File: src/rtl/ctrl_pkg.sv
// ctrl_pkg -- shared definitions for the control sequencer.
// Holds the FSM state encoding, ALU operation codes, write-back select
// codes, the bit positions of the one-hot decoded instruction flags,
// and a one-hot test helper used by the decode step.
package ctrl_pkg;

  localparam int IFLAGS_W = 16;

  typedef enum logic [2:0] {
    ST_FETCH   = 3'd0,
    ST_LOAD_IR = 3'd1,
    ST_DECODE  = 3'd2,
    ST_EXEC    = 3'd3,
    ST_MEM     = 3'd4,
    ST_HALT    = 3'd5
  } state_e;

  localparam logic [2:0] ALU_PASS = 3'd0;
  localparam logic [2:0] ALU_ADD  = 3'd1;
  localparam logic [2:0] ALU_SUB  = 3'd2;
  localparam logic [2:0] ALU_AND  = 3'd3;
  localparam logic [2:0] ALU_NOT  = 3'd4;
  localparam logic [2:0] ALU_SHR  = 3'd5;
  localparam logic [2:0] ALU_SHL  = 3'd6;

  localparam logic [1:0] WB_ALU = 2'd0;
  localparam logic [1:0] WB_MEM = 2'd1;
  localparam logic [1:0] WB_IN  = 2'd2;

  localparam int IF_MOVA = 15;
  localparam int IF_MOVB = 14;
  localparam int IF_MOVC = 13;
  localparam int IF_ADD  = 12;
  localparam int IF_SUB  = 11;
  localparam int IF_AND1 = 10;
  localparam int IF_NOT1 = 9;
  localparam int IF_RSR  = 8;
  localparam int IF_RSL  = 7;
  localparam int IF_JMP  = 6;
  localparam int IF_JZ   = 5;
  localparam int IF_JC   = 4;
  localparam int IF_IN1  = 3;
  localparam int IF_OUT1 = 2;
  localparam int IF_NOP  = 1;
  localparam int IF_HALT = 0;

  // True when exactly one bit is set: non-zero and clearing the lowest
  // set bit leaves nothing.
  function automatic logic is_one_hot(input logic [IFLAGS_W-1:0] v);
    return (v != '0) && ((v & (v - IFLAGS_W'(1))) == '0);
  endfunction

endpackage

File: src/rtl/ctrl_sequencer_if.sv
// ctrl_sequencer_if -- bundles the sequencer's datapath-facing signals.
//   Inputs to the sequencer : run, iflags[15:0], alu_z, alu_c
//   Strobes from sequencer  : dec_en, mem_rd, mem_wr, addr_sel, ir_ld,
//                             pc_inc, pc_ld, reg_we, wb_sel[1:0],
//                             alu_op[2:0], in_en, out_en
//   Status from sequencer   : halted, illegal, state[2:0]
// master = the sequencer itself, slave = the datapath/environment.
interface ctrl_sequencer_if;
  import ctrl_pkg::*;

  logic                run;
  logic [IFLAGS_W-1:0] iflags;
  logic                alu_z;
  logic                alu_c;

  logic                dec_en;
  logic                mem_rd;
  logic                mem_wr;
  logic                addr_sel;
  logic                ir_ld;
  logic                pc_inc;
  logic                pc_ld;
  logic                reg_we;
  logic [1:0]          wb_sel;
  logic [2:0]          alu_op;
  logic                in_en;
  logic                out_en;
  logic                halted;
  logic                illegal;
  logic [2:0]          state;

  modport master (
    input  run, iflags, alu_z, alu_c,
    output dec_en, mem_rd, mem_wr, addr_sel, ir_ld, pc_inc, pc_ld,
           reg_we, wb_sel, alu_op, in_en, out_en, halted, illegal, state
  );

  modport slave (
    output run, iflags, alu_z, alu_c,
    input  dec_en, mem_rd, mem_wr, addr_sel, ir_ld, pc_inc, pc_ld,
           reg_we, wb_sel, alu_op, in_en, out_en, halted, illegal, state
  );

endinterface

File: src/rtl/ctrl_sequencer_flag_reg.sv
// flag_reg -- zero/carry flag holding register.
//   clk, rst : clock and asynchronous active-high clear
//   ld       : capture z_in/c_in on the next rising edge
//   z_in/c_in: combinational ALU zero/carry results
//   zf/cf    : held flags
module flag_reg (
  input  logic clk,
  input  logic rst,
  input  logic ld,
  input  logic z_in,
  input  logic c_in,
  output logic zf,
  output logic cf
);

  logic zf_q, zf_d;
  logic cf_q, cf_d;

  always_comb begin
    zf_d = zf_q;
    cf_d = cf_q;
    if (ld) begin
      zf_d = z_in;
      cf_d = c_in;
    end
  end

  always_ff @(posedge clk or posedge rst) begin
    if (rst) begin
      zf_q <= 1'b0;
      cf_q <= 1'b0;
    end else begin
      zf_q <= zf_d;
      cf_q <= cf_d;
    end
  end

  assign zf = zf_q;
  assign cf = cf_q;

endmodule

File: src/rtl/ctrl_sequencer.sv
// ctrl_sequencer -- multi-cycle control FSM for a small accumulator CPU.
//   clk : rising-edge system clock
//   rst : asynchronous active-high reset
//   bus : ctrl_sequencer_if.master -- run/iflags/ALU flags in, strobes and
//         status (halted, illegal, state) out
// Instruction flow: FETCH -> LOAD_IR -> DECODE -> EXEC [-> MEM] -> FETCH.
// Strobes depend only on the current state and the latched instruction
// (plus run in FETCH and the one-hot check of iflags in DECODE).
module ctrl_sequencer
  import ctrl_pkg::*;
(
  input  logic             clk,
  input  logic             rst,
  ctrl_sequencer_if.master bus
);

  state_e              state_q, state_d;
  logic [IFLAGS_W-1:0] instr_q, instr_d;

  logic       flags_ld;
  logic       zf, cf;
  logic       taken;

  logic       dec_en, mem_rd, mem_wr, addr_sel, ir_ld, pc_inc, pc_ld, reg_we;
  logic [1:0] wb_sel;
  logic [2:0] alu_op;
  logic       in_en, out_en, halted, illegal;

  flag_reg u_flag_reg (
    .clk  (clk),
    .rst  (rst),
    .ld   (flags_ld),
    .z_in (bus.alu_z),
    .c_in (bus.alu_c),
    .zf   (zf),
    .cf   (cf)
  );

  // Branch decision uses the flags as held at EXEC entry; any flag update
  // only lands on the edge that leaves EXEC.
  assign taken = instr_q[IF_JMP] | (instr_q[IF_JZ] & zf) | (instr_q[IF_JC] & cf);

  always_comb begin
    state_d  = state_q;
    instr_d  = instr_q;
    flags_ld = 1'b0;
    dec_en   = 1'b0;
    mem_rd   = 1'b0;
    mem_wr   = 1'b0;
    addr_sel = 1'b0;
    ir_ld    = 1'b0;
    pc_inc   = 1'b0;
    pc_ld    = 1'b0;
    reg_we   = 1'b0;
    wb_sel   = WB_ALU;
    alu_op   = ALU_PASS;
    in_en    = 1'b0;
    out_en   = 1'b0;
    halted   = 1'b0;
    illegal  = 1'b0;

    unique case (state_q)
      ST_FETCH: begin
        // While reset is held the state already reads FETCH; keep the
        // memory strobe quiet until reset is released.
        if (bus.run && !rst) begin
          mem_rd  = 1'b1;
          state_d = ST_LOAD_IR;
        end
      end

      ST_LOAD_IR: begin
        ir_ld   = 1'b1;
        pc_inc  = 1'b1;
        state_d = ST_DECODE;
      end

      ST_DECODE: begin
        dec_en  = 1'b1;
        instr_d = bus.iflags;
        if (is_one_hot(bus.iflags)) begin
          state_d = ST_EXEC;
        end else begin
          illegal = 1'b1;
          state_d = ST_FETCH;
        end
      end

      ST_EXEC: begin
        state_d = ST_FETCH;
        if (instr_q[IF_MOVA]) begin
          reg_we = 1'b1;
        end else if (instr_q[IF_MOVB]) begin
          mem_wr   = 1'b1;
          addr_sel = 1'b1;
        end else if (instr_q[IF_MOVC]) begin
          mem_rd   = 1'b1;
          addr_sel = 1'b1;
          state_d  = ST_MEM;
        end else if (instr_q[IF_ADD]) begin
          reg_we = 1'b1; alu_op = ALU_ADD; flags_ld = 1'b1;
        end else if (instr_q[IF_SUB]) begin
          reg_we = 1'b1; alu_op = ALU_SUB; flags_ld = 1'b1;
        end else if (instr_q[IF_AND1]) begin
          reg_we = 1'b1; alu_op = ALU_AND; flags_ld = 1'b1;
        end else if (instr_q[IF_NOT1]) begin
          reg_we = 1'b1; alu_op = ALU_NOT; flags_ld = 1'b1;
        end else if (instr_q[IF_RSR]) begin
          reg_we = 1'b1; alu_op = ALU_SHR; flags_ld = 1'b1;
        end else if (instr_q[IF_RSL]) begin
          reg_we = 1'b1; alu_op = ALU_SHL; flags_ld = 1'b1;
        end else if (taken) begin
          // Read the target address byte; MEM then loads it into the PC.
          mem_rd  = 1'b1;
          state_d = ST_MEM;
        end else if (instr_q[IF_JZ] || instr_q[IF_JC]) begin
          // Untaken branch: step over the address byte.
          pc_inc = 1'b1;
        end else if (instr_q[IF_IN1]) begin
          in_en  = 1'b1;
          reg_we = 1'b1;
          wb_sel = WB_IN;
        end else if (instr_q[IF_OUT1]) begin
          out_en = 1'b1;
        end else if (instr_q[IF_NOP]) begin
          state_d = ST_FETCH;
        end else if (instr_q[IF_HALT]) begin
          state_d = ST_HALT;
        end
      end

      ST_MEM: begin
        state_d = ST_FETCH;
        if (instr_q[IF_MOVC]) begin
          reg_we = 1'b1;
          wb_sel = WB_MEM;
        end else begin
          pc_ld = 1'b1;
        end
      end

      ST_HALT: begin
        halted = 1'b1;
      end

      default: begin
        state_d = ST_FETCH;
      end
    endcase
  end

  always_ff @(posedge clk or posedge rst) begin
    if (rst) begin
      state_q <= ST_FETCH;
      instr_q <= '0;
    end else begin
      state_q <= state_d;
      instr_q <= instr_d;
    end
  end

  assign bus.dec_en   = dec_en;
  assign bus.mem_rd   = mem_rd;
  assign bus.mem_wr   = mem_wr;
  assign bus.addr_sel = addr_sel;
  assign bus.ir_ld    = ir_ld;
  assign bus.pc_inc   = pc_inc;
  assign bus.pc_ld    = pc_ld;
  assign bus.reg_we   = reg_we;
  assign bus.wb_sel   = wb_sel;
  assign bus.alu_op   = alu_op;
  assign bus.in_en    = in_en;
  assign bus.out_en   = out_en;
  assign bus.halted   = halted;
  assign bus.illegal  = illegal;
  assign bus.state    = state_q;

endmodule

File: src/flat_wrapper.sv
// flat-port wrapper written by rule: the top's interface ports become plain ports
module ctrl_sequencer_flat import ctrl_pkg::*;
  (clk, rst, bus_run, bus_iflags, bus_alu_z, bus_alu_c, bus_dec_en, bus_mem_rd, bus_mem_wr, bus_addr_sel, bus_ir_ld, bus_pc_inc, bus_pc_ld, bus_reg_we, bus_wb_sel, bus_alu_op, bus_in_en, bus_out_en, bus_halted, bus_illegal, bus_state);
  ctrl_sequencer_if bus_i ();
  input  logic clk;
  input  logic rst;
  input wire logic [$bits(bus_i.run)-1:0] bus_run;
  input wire logic [$bits(bus_i.iflags)-1:0] bus_iflags;
  input wire logic [$bits(bus_i.alu_z)-1:0] bus_alu_z;
  input wire logic [$bits(bus_i.alu_c)-1:0] bus_alu_c;
  output wire logic [$bits(bus_i.dec_en)-1:0] bus_dec_en;
  output wire logic [$bits(bus_i.mem_rd)-1:0] bus_mem_rd;
  output wire logic [$bits(bus_i.mem_wr)-1:0] bus_mem_wr;
  output wire logic [$bits(bus_i.addr_sel)-1:0] bus_addr_sel;
  output wire logic [$bits(bus_i.ir_ld)-1:0] bus_ir_ld;
  output wire logic [$bits(bus_i.pc_inc)-1:0] bus_pc_inc;
  output wire logic [$bits(bus_i.pc_ld)-1:0] bus_pc_ld;
  output wire logic [$bits(bus_i.reg_we)-1:0] bus_reg_we;
  output wire logic [$bits(bus_i.wb_sel)-1:0] bus_wb_sel;
  output wire logic [$bits(bus_i.alu_op)-1:0] bus_alu_op;
  output wire logic [$bits(bus_i.in_en)-1:0] bus_in_en;
  output wire logic [$bits(bus_i.out_en)-1:0] bus_out_en;
  output wire logic [$bits(bus_i.halted)-1:0] bus_halted;
  output wire logic [$bits(bus_i.illegal)-1:0] bus_illegal;
  output wire logic [$bits(bus_i.state)-1:0] bus_state;
  assign bus_i.run = bus_run;
  assign bus_i.iflags = bus_iflags;
  assign bus_i.alu_z = bus_alu_z;
  assign bus_i.alu_c = bus_alu_c;
  assign bus_dec_en = bus_i.dec_en;
  assign bus_mem_rd = bus_i.mem_rd;
  assign bus_mem_wr = bus_i.mem_wr;
  assign bus_addr_sel = bus_i.addr_sel;
  assign bus_ir_ld = bus_i.ir_ld;
  assign bus_pc_inc = bus_i.pc_inc;
  assign bus_pc_ld = bus_i.pc_ld;
  assign bus_reg_we = bus_i.reg_we;
  assign bus_wb_sel = bus_i.wb_sel;
  assign bus_alu_op = bus_i.alu_op;
  assign bus_in_en = bus_i.in_en;
  assign bus_out_en = bus_i.out_en;
  assign bus_halted = bus_i.halted;
  assign bus_illegal = bus_i.illegal;
  assign bus_state = bus_i.state;
  ctrl_sequencer u_core (.clk(clk), .rst(rst), .bus(bus_i));
endmodule
File: config.mk
export PLATFORM = sky130hd
export DESIGN_NAME = ctrl_sequencer_flat
export DESIGN_NICKNAME = d
export VERILOG_FILES = /design/src/rtl/ctrl_pkg.sv /design/src/rtl/ctrl_sequencer_if.sv /design/src/rtl/ctrl_sequencer_flag_reg.sv /design/src/rtl/ctrl_sequencer.sv /design/src/flat_wrapper.sv
export SDC_FILE = /design/constraint.sdc
export NUM_CORES = 1
export LEC_CHECK = 0
export CAP_MARGIN = 0
export CORE_MARGIN = 3
export CORE_UTILIZATION = 43
export CTS_BUF_LIST = sky130_fd_sc_hd__clkbuf_2
export DETAILED_ROUTE_END_ITERATION = 10
export GPL_TIMING_DRIVEN = 0
export PLACE_DENSITY = 0.89
export SLEW_MARGIN = 20
export SYNTH_ARGS = -nofsm -noshare
export SYNTH_HDL_FRONTEND = slang
export SYNTH_SLANG_ARGS = --single-unit
File: constraint.sdc
create_clock -name clk -period 1.65 [get_ports clk]
set_input_delay 0.2475 -clock clk [delete_from_list [all_inputs] [get_ports clk]]
set_output_delay 0.2475 -clock clk [all_outputs]
set_load 0.01 [all_outputs]
Word-level counts from Yosys, hierarchy flattened
Cells that the tools add are included.
Storage, ports and cells
  logic and storage cells: 152
  input port bits: 21
  output and inout port bits: 20
  register bits: 21
Operators by class
  equal/unequal tests: 6
  add/sub/neg operators: 1
  reductions and logical operators: 8
  multiplexer cells: 127
  bitwise logic cells: 6
Operators by type and width (number)
  two-way mux 1 bit: 83
  two-way mux 3 bit: 26
  two-way mux 2 bit: 13
  AND 16 bit: 1
  logical NOT 16 bit: 1
  nonzero test 16 bit: 1
  subtractor 16 x 1 -> 16 bit, second input constant: 1
  case mux 3 bit (5 select lines): 1
  == test 3 x 2 -> 1 bit, second input constant: 2
  == test 3 bit, second input constant: 2
  case mux 1 bit (2 select lines): 3
  case mux 2 bit (2 select lines): 1
  == test 3 x 1 -> 1 bit, second input constant: 1
  logical NOT 3 bit: 1
  AND 1 bit: 2
  logical AND 1 bit: 2
  != test 2 x 1 -> 1 bit, second input constant: 1
  OR 1 bit: 2
  AND reduction 2 bit: 1
  logical NOT 1 bit: 1
  logical OR 1 bit: 1
  NOT 1 bit: 1

Longest topological paths before layout
  word-level depth: 16
  gate-level depth with buffers: 6
  mapped depth without buffers: 5

Modules after synthesis
A second synthesis with hierarchy kept.
Unflattened totals
  cell total of the unflattened synthesis: 139
  area, all modules: 1346.3 µm²
Modules (own cells, without submodules)
  ctrl_sequencer: area an instance 1270.0 µm², times used 1, cells each 134
  flag_reg: area an instance 76.3 µm², times used 1, cells each 5

Worst setup path before layout
Ideal clock, no wire load.
  path type: reg2out
  from: reg u_core.instr_q[7]
  to: out bus_out_en
  path slack: -0.082 ns
  data arrival time: 1.484 ns
  cell stages (with the launch flop): 5
  path buffers: 0
  required time: 1.402 ns
  path through: dfrtp_1 -> or3_4 -> nor4_4 -> nand3_1 -> nor3b_1
On the way
  word-level cells in the longest chain between the ends: 10
Ends and longest elaborated chain
  start: declaration: RTL line ctrl_sequencer.sv:18  | logic [IFLAGS_W-1:0] instr_q, instr_d;
  start signal: assignment: RTL line ctrl_sequencer.sv:158  | instr_q <= instr_d;
  two-way mux 1 bit: RTL line ctrl_sequencer.sv:110  | end else if (instr_q[IF_RSL]) begin
  two-way mux 1 bit: RTL line ctrl_sequencer.sv:108  | end else if (instr_q[IF_RSR]) begin
  two-way mux 1 bit: RTL line ctrl_sequencer.sv:106  | end else if (instr_q[IF_NOT1]) begin
  two-way mux 1 bit: RTL line ctrl_sequencer.sv:104  | end else if (instr_q[IF_AND1]) begin
  two-way mux 1 bit: RTL line ctrl_sequencer.sv:102  | end else if (instr_q[IF_SUB]) begin
  two-way mux 1 bit: RTL line ctrl_sequencer.sv:100  | end else if (instr_q[IF_ADD]) begin
  two-way mux 1 bit: RTL line ctrl_sequencer.sv:96  | end else if (instr_q[IF_MOVC]) begin
  two-way mux 1 bit: RTL line ctrl_sequencer.sv:93  | end else if (instr_q[IF_MOVB]) begin
  two-way mux 1 bit: RTL line ctrl_sequencer.sv:91  | if (instr_q[IF_MOVA]) begin
  two-way mux 1 bit: RTL line ctrl_sequencer.sv:62  | unique case (state_q)
  end: declaration: RTL line flat_wrapper.sv:22  | output wire logic [$bits(bus_i.out_en)-1:0] bus_out_en;
No other way between the ends.

Final worst setup path
  from: reg u_core.state_q[2], in the netlist u_core.bus.state[2]
  to: out bus_out_en
On the way
  word-level cells in the longest chain between the ends: 2
Ends and longest elaborated chain
  start: declaration: RTL line ctrl_sequencer.sv:17  | state_e state_q, state_d;
  start signal: assignment: RTL line ctrl_sequencer.sv:157  | state_q <= state_d;
  == test 3 x 2 -> 1 bit: RTL line ctrl_sequencer.sv:62
  two-way mux 1 bit: RTL line ctrl_sequencer.sv:62
No other way between the ends.

==> metrics.log <==
INFO  metric die_width = 60.1 um
INFO  metric cp-end-kind = primary output
INFO  metric clock_path_buffers = 2
INFO  metric cts.clk_slew.worst_paths = 0.21 ns
INFO  metric worst_slew_pin_slew = 0.808 ns
INFO  metric crit_start = u_core.bus.state[2]
INFO  metric tns = -5.38 ns
INFO  metric grt.overflow.total = 0
INFO  metric routed_wl = 4380 um
INFO  metric global_route.usage.total = 0.247
INFO  metric ys_seq_elements = 21
INFO  metric cts.sink_count = 21
INFO  metric crit_path_class = flip-flop to primary output
INFO  metric synth.yosys.seq_area_share = 0.418
INFO  metric ios = 41
INFO  metric n_fill_cell = 168
INFO  metric grt_pass1_vias = 1439
INFO  metric drtIter0Drc = 77
INFO  metric timing.critical_path.from_type = flip-flop
INFO  metric most_common_cell_after_layout_fill_and_taps_aside = buf_4
INFO  metric critical_path.max_fanout = 6
INFO  metric port-buffer-count = 40
INFO  metric syn-mean-instance-area = 9.66 um2
INFO  metric post_layout_nonfiller_instances = 235
INFO  metric layout.nets = 227
INFO  metric stdcell_area = 2110 um2
INFO  metric core_region_area = 2640 um2
INFO  metric finalClockSkew = 0.0164 ns
INFO  metric synth_area = 1260 um2
INFO  metric timing.critical_path.arrival = 1.92 ns
INFO  metric max_freq = 462 MHz
INFO  metric worst_hold_path.num_cells = 3
INFO  metric globalplace.congestion = 0.841
INFO  metric finalMaxSlewViolations = 0
INFO  metric remaining_drc_errors = 0
INFO  metric relative_slew_slack = 0.461
INFO  metric rsz0062_at_grt = true
INFO  metric placedCellCount = 200
INFO  metric finalWorstPathRequiredPeriod = 2.16 ns
INFO  metric worst_reg2reg_path_length_in_cells = 8
INFO  metric reg2reg_from = u_core.instr_q[7]
INFO  metric post_cts_hold_buffer_count = 0
INFO  metric power_density = 780 nW/um2
INFO  metric worst_ir_drop_vdd = 0.624 mV
INFO  metric syn2layout_area_growth = 67.8%
INFO  metric crit_cells = 7
INFO  metric dp.final_hpwl = 2540 um
INFO  metric die_area = 3610 um2
INFO  metric setup_viol = 23
INFO  metric avgRoutedWirePerCell = 18.6 um
INFO  metric die_h = 60.1 um
INFO  metric net_count_after_synthesis = 151
INFO  metric routed_via_density = 5.92
INFO  metric crit_chain = buf_6, and4bb_2, nand2_4, nor2_2, nand3_4, nor3b_2, buf_2
INFO  metric cpLargestDelayFamily = simple AND/OR/NAND/NOR gates
INFO  metric cts-root-buf = clkbuf_2
INFO  metric dpl_cell_area = 1700 um2
INFO  metric wire_length_of_the_first_global_routing_pass = 6690 um
INFO  metric timing.final.crit_share = 1.31
INFO  metric post_route_cells_drive_above_1_share = 0.556
INFO  metric antenna_found_initial = 0
INFO  metric synth_top_flop_cell = dfrtp_1
INFO  metric via_count = 1391
INFO  metric post-layout-total-power = 1.64 mW
INFO  metric n_antenna_cell = 0
INFO  metric failed_checks = setup timing
INFO  metric run_status = finished with violations
INFO  metric ant_nets = 0
INFO  metric max_cap_violations = 0
INFO  metric syn_inst = 130
INFO  metric worst_path_max_delay_cell = dfrtp_2
INFO  metric cts_inserted_buffers = 3
INFO  metric critPathRequiredTime = 1.40 ns
INFO  metric worstHoldPathType = input pin to flip-flop
INFO  metric cts.htree.levels = 1
INFO  metric distinct_cell_type_count_of_the_synthesized_netlist = 39
INFO  metric timing.final.hold_violations = 0
INFO  metric ys_async_sr_fraction = 1.00
INFO  metric synth-edff-count = 0
INFO  metric pin_count_of_the_biggest_net_entering_global_routing = 22
INFO  metric yosys_warnings = 0
INFO  metric std_cell_rows = 18
INFO  metric cpPeakStageDelay = 0.46 ns
INFO  metric firstDrtPassIters = 4
INFO  metric postLayoutSetupSlackWorst = -0.514 ns
INFO  metric hold_startpoint = bus_iflags[3]
INFO  metric latest_clock_arrival_within_the_worst_skew_pair = 0.34 ns
INFO  metric tritoncts = yes
INFO  metric cp_num_buf_inv = 2
INFO  metric initial_core_util = 0.477
INFO  metric power.leakage = 0.992 nW
INFO  metric mostFrequentLayoutCells = buf_4 (23), dfrtp_1 (19), mux2_2 (14)
==> metrics by stage <==
step	setup WS, ns	hold slack, ns	utilization
3_3_place_gp	-0.982	0.487	0.647
4_1_cts	-0.576	0.359	0.728
5_1_grt	-0.644	0.190	0.800
3_5_place_dp	-1.07	0.488	0.647
6_report	-0.514	0.184	0.800
2_1_floorplan	-0.00591	0.224	-
==> layer usage <==
layer	up-vias	GRT usage	wire length [um]
met5	-	0	0
met3	12	0.0410	274
met1	691	0.283	1570
met4	0	0.104	130
met2	56	0.446	2410
li1	632	-	-
==> path summary, 6_finish.rpt <==
path                                       endpoint  slack, ns
max in group asynchronous       u_core.bus.state[1]       0.71
worst min-delay path              u_core.instr_q[3]       0.18
min in group asynchronous       u_core.bus.state[2]       0.38
worst max register to register  u_core.bus.state[0]      -0.22
worst min register to register    u_core.instr_q[0]       0.54
worst max-delay path                     bus_out_en      -0.51
==> registers in the layout, summed over array words and instances, names as in the netlist <==
name,cells
u_core.instr_q,16
u_core.bus.state,3
u_core.u_flag_reg.zf,1
u_core.u_flag_reg.cf,1
==> Yosys cell counts, types with 3 or more instances <==
| master | n | share of area |
|---|---|---|
| a21oi_1 | 5 | 0.020 |
| nor3_1 | 3 | 0.012 |
| inv_1 | 4 | 0.012 |
| dfrtp_1 | 21 | 0.42 |
| nand2_1 | 10 | 0.030 |
| mux2_2 | 15 | 0.13 |
| nand3_1 | 4 | 0.016 |
| o21ai_0 | 9 | 0.036 |
| nand4_1 | 3 | 0.015 |
| nor2_1 | 20 | 0.060 |
==> power breakdown <==
| group | total, mW | internal, mW | switching, mW |
|---|---|---|---|
| Clock | 0.229 | 0.0641 | 0.165 |
| Combinational | 0.630 | 0.329 | 0.301 |
| Sequential | 0.786 | 0.639 | 0.147 |
| Total | 1.64 | 1.03 | 0.612 |
==> repair_timing <==
| action | CTS | global route |
|---|---|---|
| gates resized for setup | 113 | 50 |
| setup buffers | 18 | 16 |
| pin swaps | 16 | 19 |
| endpoints found under the setup margin | 25 | 32 |
==> worst register-to-register path: cells and delay by family, from the launching register on <==
| kind | cells | cell delay, ns |
|---|---|---|
| simple gates | 3 | 0.63 |
| buf+inv | 3 | 0.38 |
| flops | 1 | 0.43 |
| compound gates | 2 | 0.41 |
==> final cells by class <==
type,count,area [um2],share of cell area
clock buffers,4,20.0,0.00950
multi-input cells,102,876,0.415
inverters,5,31.3,0.0148
repair buffers,73,616,0.292
flip-flops and latches,21,528,0.250
well taps,30,37.5,0.0178
==> cell families after synthesis <==
kind of cell               share of synthesized area
buffers and inverters                         0.0368
adders and majority gates                    0.00797
AOI/OAI and AO/OA                              0.149
DFF                                            0.418
and+or+nand+nor                                0.253
muxes                                          0.134
Power figures use the tool's default switching activity.
